[config.mk]
export PLATFORM = sky130hd
export DESIGN_NAME = toggle_handshake_rx_flat
export DESIGN_NICKNAME = d
export VERILOG_FILES = /design/src/rtl/toggle_handshake_rx_if.sv /design/src/rtl/toggle_handshake_rx.sv /design/src/flat_wrapper.sv
export SDC_FILE = /design/constraint.sdc
export NUM_CORES = 1
export LEC_CHECK = 0
export CORE_MARGIN = 2
export CORE_UTILIZATION = 55
export CTS_CLUSTER_SIZE = 30
export DETAILED_ROUTE_END_ITERATION = 8
export DONT_BUFFER_PORTS = 1
export PLACE_DENSITY = 0.7
export SLEW_MARGIN = 20
export SYNTH_ARGS = -nofsm -noshare
export SYNTH_HDL_FRONTEND = slang
export SYNTH_SLANG_ARGS = --single-unit
[constraint.sdc]
create_clock -name clk -period 4.1 [get_ports clk]
set_clock_uncertainty 0.15 [all_clocks]
set_input_delay 1.025 -clock clk [delete_from_list [all_inputs] [get_ports clk]]
set_output_delay 1.025 -clock clk [all_outputs]
set_load 0.01 [all_outputs]
[src/rtl/toggle_handshake_rx_if.sv]
// Signals of the two-phase toggle handshake (transmitter side) and the valid/ready
// side toward the local consumer. The receiver uses slave; a driver or bench uses master.
interface toggle_handshake_rx_if #(
  parameter int WIDTH = 4
);
  logic             req_tog;
  logic [WIDTH-1:0] data_in;
  logic             ack_tog;
  logic [WIDTH-1:0] out_data;
  logic             out_valid;
  logic             out_ready;

  modport master (
    output req_tog, data_in, out_ready,
    input  ack_tog, out_data, out_valid
  );

  modport slave (
    input  req_tog, data_in, out_ready,
    output ack_tog, out_data, out_valid
  );
endinterface

[src/rtl/toggle_handshake_rx.sv]
// Receive end of the two-phase toggle handshake: synchronizes req_tog, captures data_in
// onto a valid/ready port and returns ack_tog. Optional parity check: TOGRX_PARITY_EN.
//
// state | meaning
// IDLE  | no word pending, waiting for a detected req_tog flip
// VALID | word presented on out_data, waiting for out_ready
module toggle_handshake_rx #(
  parameter int WIDTH       = 4,
  parameter int SYNC_STAGES = 2,
  parameter int COUNT_W     = 8
) (
  input  logic                 clk,
  input  logic                 reset,
  toggle_handshake_rx_if.slave hs,
  input  logic                 cnt_clr,
  output logic                 overrun,
  output logic [COUNT_W-1:0]   xfer_cnt
`ifdef TOGRX_PARITY_EN
  ,
  input  logic                 par_in,
  output logic                 par_err
`endif
);
  localparam logic [0:0] IDLE  = 1'b0;
  localparam logic [0:0] VALID = 1'b1;

  logic [SYNC_STAGES-1:0] sync_q;
  logic                   hist_q;
  logic                   flip;
  logic [0:0]             state_q;
  logic                   capture;
  logic                   accept;
  logic [WIDTH-1:0]       data_q;
  logic                   valid_q;
  logic                   ack_q;

  always_ff @(posedge clk or posedge reset) begin
    if (reset) begin
      sync_q <= '0;
      hist_q <= 1'b0;
    end else begin
      sync_q <= {sync_q[SYNC_STAGES-2:0], hs.req_tog};
      hist_q <= sync_q[SYNC_STAGES-1];
    end
  end

  // History always follows the synchronizer, so a flip seen in VALID is consumed here
  // and never delivered later.
  assign flip    = sync_q[SYNC_STAGES-1] ^ hist_q;
  assign capture = (state_q == IDLE) && flip;
  assign accept  = (state_q == VALID) && hs.out_ready;

  always_ff @(posedge clk or posedge reset) begin
    if (reset) begin
      state_q <= IDLE;
      data_q  <= '0;
      valid_q <= 1'b0;
      ack_q   <= 1'b0;
    end else begin
      case (state_q)
        IDLE: begin
          if (capture) begin
            data_q  <= hs.data_in;
            valid_q <= 1'b1;
            state_q <= VALID;
          end
        end
        default: begin
          if (accept) begin
            valid_q <= 1'b0;
            ack_q   <= ~ack_q;
            state_q <= IDLE;
          end
        end
      endcase
    end
  end

  always_ff @(posedge clk or posedge reset) begin
    if (reset) begin
      xfer_cnt <= '0;
      overrun  <= 1'b0;
    end else if (cnt_clr) begin
      xfer_cnt <= '0;
      overrun  <= 1'b0;
    end else begin
      if (accept && (xfer_cnt != {COUNT_W{1'b1}}))
        xfer_cnt <= xfer_cnt + COUNT_W'(1);
      if ((state_q == VALID) && flip)
        overrun <= 1'b1;
    end
  end

`ifdef TOGRX_PARITY_EN
  always_ff @(posedge clk or posedge reset) begin
    if (reset)
      par_err <= 1'b0;
    else if (cnt_clr)
      par_err <= 1'b0;
    else if (capture && (^{hs.data_in, par_in}))
      par_err <= 1'b1;
  end
`endif

  assign hs.out_data  = data_q;
  assign hs.out_valid = valid_q;
  assign hs.ack_tog   = ack_q;

endmodule

[src/flat_wrapper.sv]
// flat-port wrapper written by rule: the top's interface ports become plain ports
module toggle_handshake_rx_flat 
#(
  parameter int WIDTH       = 4,
  parameter int SYNC_STAGES = 2,
  parameter int COUNT_W     = 8
)
  (clk, reset, cnt_clr, overrun, xfer_cnt, hs_req_tog, hs_data_in, hs_out_ready, hs_ack_tog, hs_out_data, hs_out_valid);
  toggle_handshake_rx_if #(.WIDTH(WIDTH)) hs_i ();
  input  logic clk;
  input  logic reset;
  input  logic cnt_clr;
  output logic overrun;
  output logic [COUNT_W-1:0] xfer_cnt;
  input wire logic [$bits(hs_i.req_tog)-1:0] hs_req_tog;
  input wire logic [$bits(hs_i.data_in)-1:0] hs_data_in;
  input wire logic [$bits(hs_i.out_ready)-1:0] hs_out_ready;
  output wire logic [$bits(hs_i.ack_tog)-1:0] hs_ack_tog;
  output wire logic [$bits(hs_i.out_data)-1:0] hs_out_data;
  output wire logic [$bits(hs_i.out_valid)-1:0] hs_out_valid;
  assign hs_i.req_tog = hs_req_tog;
  assign hs_i.data_in = hs_data_in;
  assign hs_i.out_ready = hs_out_ready;
  assign hs_ack_tog = hs_i.ack_tog;
  assign hs_out_data = hs_i.out_data;
  assign hs_out_valid = hs_i.out_valid;
  toggle_handshake_rx #(.WIDTH(WIDTH), .SYNC_STAGES(SYNC_STAGES), .COUNT_W(COUNT_W)) u_core (.clk(clk), .reset(reset), .hs(hs_i), .cnt_clr(cnt_clr), .overrun(overrun), .xfer_cnt(xfer_cnt));
endmodule
### After elaboration in Yosys (flattened, before gate mapping)

Index checks and enable logic that the tools add are counted.

* output and inout bits: 15
* register bits: 19
* logic and storage cells: 34
* input bits: 9

* reduce and logical (&&, ||, !) cells: 10
* add/sub/neg operators: 1
* multiplexer cells: 10
* bitwise logic cells: 3
* eq/ne operators: 2

Operator list (number)
* 8-bit two-way mux: 2
* 8-bit by 1-bit adder with 8-bit output, second input constant: 1
* 1-bit two-way mux: 8
* 8-bit inequality test, second input constant: 1
* 2-bit AND reduction: 3
* 2-bit nonzero test: 3
* 1-bit logical AND: 4
* 2-bit inequality test, second input constant: 1
* 1-bit NOT: 2
* 1-bit XOR: 1

### Logic depth before layout (Yosys ltp)

* depth after elaboration: 4
* mapped depth: 5
* mapped depth without buffers: 4

### Worst setup path after synthesis

Ideal clock, no wire load.

* path kind: input-to-reg
* start: input port hs_out_ready
* end: register u_core.xfer_cnt[0]
* arrival: 1.682 ns
* setup time: 0.125 ns
* path slack: 2.144 ns
* buffers on the path: 0
* stages on the path: 3
* cell sequence: nand2_2 a21oi_1 mux2_2

* word-level cells in the longest chain between the ends: 3

RTL lines
* from (decl): RTL line flat_wrapper.sv:17 `input wire logic [$bits(hs_i.out_ready)-1:0] hs_out_ready;`
* 1-bit logical AND: RTL line toggle_handshake_rx.sv:51 `assign accept = (state_q == VALID) && hs.out_ready;`
* 1-bit logical AND: RTL line toggle_handshake_rx.sv:87 `if (accept && (xfer_cnt != {COUNT_W{1'b1}}))`
* 2-bit nonzero test (no source line)
* to (signal assigned): RTL line toggle_handshake_rx.sv:88 `xfer_cnt <= xfer_cnt + COUNT_W'(1);`
* to (decl): RTL line toggle_handshake_rx.sv:17 `output logic [COUNT_W-1:0] xfer_cnt`

Every way passes these cells.
A chain may end at the register's enable or synchronous reset.

### Worst setup path after layout

* start: register u_core.xfer_cnt[5]
* end: output port xfer_cnt[5]

RTL lines
* to (decl): RTL line flat_wrapper.sv:14 `output logic [COUNT_W-1:0] xfer_cnt;`

No word-level cell between the ends.

==> impl_metrics.json <==
{
  "seqCellArea_um2": 475,
  "overflow": 0,
  "clk_latency_ns": 0.31,
  "grt_pass1_wl_um": 2840,
  "finalSetupViolations": 0,
  "place_hpwl_um": 1110,
  "rsz0062_at_grt": "false",
  "finalNetCount": 91,
  "synthDistinctLibCells": 30,
  "ys_seq_area_share_pct": 52.6,
  "hold_path_class": "reg -> reg",
  "multi_input_area_um2": 398,
  "postCtsSetupBuffers": 0,
  "cap_violations": 0,
  "synth_seq_cells": 19,
  "post_drt_wl_per_cell_um": 16.6,
  "fill_cells": 117,
  "io_buffers": 0,
  "p_leak_uw": 0.000392,
  "synth_nets": 88,
  "ir_drop_mv": 0.433,
  "syn_area_um2": 903,
  "synthCells": 78,
  "clk_path_buf_depth": 2,
  "required_ns": 2.92,
  "startpoint_type": "flip-flop",
  "critPathKind": "reg -> out",
  "clock.fmax_mhz": 502,
  "ctsResizeCount": 0,
  "grtUsageTotal_pct": 21.0,
  "ctsHoldBuffers": 0,
  "worst_pin_slew_ns": 0.678,
  "synth_area_leaders": "dfrtp_1 (53%), mux2_2 (8.7%), nor2_1 (3.3%)",
  "maxSlewViolCount": 0,
  "finalCritPeriodShare_pct": 48.6,
  "power_density_mw_per_mm2": 437,
  "first_pass_iters": 4,
  "clockRootBuffer": "clkbuf_4",
  "core-area_mm2": 0.00152,
  "max_slew_margin_pct": 54.8,
  "fin_hold_ws_ns": 0.217,
  "rows": 14,
  "numCtsBuffers": 3,
  "fin_setup_tns_ns": 0,
  "initial_core_util_pct": 59.3,
  "final_hold_viol_count": 0,
  "die_y_um": 44.5,
  "grt_max_degree": 20,
  "cp_max_fo": 7,
  "yosysMostFrequentCell": "dfrtp_1",
  "drive_above_1_share_pct": 18.8,
  "async_flop_share_pct": 100,
  "synth_top_area_cell": "dfrtp_1",
  "grt_pass1_vias": 597,
  "outcome": "finished clean",
  "drt_wl_total_um": 1590,
  "ios": 24,
  "crit_path_end_kind": "output port",
  "ant_nets": 0,
  "yosysWarnings": 0,
  "n_antenna_cell": 0,
  "drc": 0,
  "via_per_inst": 6.10,
  "path_clk_slew_ns": 0.12,
  "h-tree-depth": 1,
  "syn_to_final_growth_pct": 3.88,
  "cts_sinks": 19,
  "synth-edff-count": 0,
  "die_area_mm2": 0.00198,
  "first_iter_violations": 11,
  "synth_ff_type": "dfrtp_1",
  "antenna_found_initial": 0,
  "cts_tree": "yes",
  "synthTopCellsByCount": "dfrtp_1 (19), nor2_1 (8), mux2_2 (7)",
  "die_w_um": 44.5,
  "vias": 586,
  "place_congestion": 0.734,
  "synth_top_area_share_pct": 52.6,
  "finalCriticalPeriod_ns": 1.99,
  "avgSynthCellArea_um2": 11.6,
  "arrival_ns": 0.82
}
## path summary, 6_finish.rpt
kind                               startpoint                  to  slack (ns)  depth (start not counted)
min in group asynchronous               reset       u_core.hist_q        0.54                          1
min reg2reg                  u_core.sync_q[0]    u_core.sync_q[1]        0.22                          0
max in group asynchronous               reset  u_core.xfer_cnt[3]        2.83                          1
max                        u_core.xfer_cnt[5]         xfer_cnt[5]        2.11                          0
min                          u_core.sync_q[0]    u_core.sync_q[1]        0.22                          0
max reg2reg                u_core.xfer_cnt[0]  u_core.xfer_cnt[0]        2.19                          4
## sequential cells by signal (all words and copies together), names as in the netlist
signal,count
u_core.xfer_cnt,8
u_core.hs.out_data,4
u_core.sync_q,2
u_core.hist_q,1
u_core.hs.ack_tog,1
u_core.hs.out_valid,1
u_core.overrun,1
u_core.state_q,1
## metal layers
metal,part of all wire [%],track usage [%],vias to the layer above
met5,0,0,-
met4,3.7,16.4,0
met3,4.7,5.31,4
met2,47,29.3,12
met1,44,27.6,298
li1,-,-,272
## power by group
part | internal [uW] | switching [uW]
clock network | 37.3 | 64.2
registers | 217 | 38.1
logic | 28.4 | 24.6
## cell families after synthesis
| logic type | count (synthesis) | synth area share [%] |
|---|---|---|
| fa+ha+maj | 1 | 1.38 |
| compound gates | 10 | 9.97 |
| xor+xnor | 2 | 1.94 |
| simple gates | 30 | 18.6 |
| buf+inv | 6 | 3.32 |
| flops | 19 | 52.6 |
| mux | 10 | 12.2 |
## placed cells by master (no fill, tap or decap), types with 2 or more instances in the layout
master    netlist  layout
nand3_1         4       4
nor2b_1         4       4
nand2_1         2       2
inv_1           4       4
dfrtp_1        19      19
a21oi_1         3       3
clkbuf_4        0       3
mux2_2          7       7
nor4_1          2       2
and4_1          2       2
nand2b_1        3       3
mux2i_1         2       2
nor2_1          8       8
## cell type report
| type | count | share of cell area (%) |
|---|---|---|
| clock buffers | 3 | 2.40 |
| inverters | 4 | 1.60 |
| multi-input cells | 53 | 42.4 |
| clock inverters | 1 | 0.800 |
| flip-flops and latches | 19 | 50.7 |
| well taps | 16 | 2.13 |
## through the flow
step | power [uW] | worst slack [ns] | cell area (um2) | utilization, % | cells
2_1_floorplan | 300 | 2.14 | 903 | - | 78
3_3_place_gp | 311 | 2.10 | 908 | 59.6 | 92
3_5_place_dp | 313 | 2.07 | 908 | 59.6 | 92
4_1_cts | 413 | 2.10 | 938 | 61.6 | 96
5_1_grt | 432 | 2.06 | 938 | 61.6 | 96
6_report | 410 | 2.11 | 938 | 61.6 | 96
Note: power is estimated with default switching activity, not from simulation.
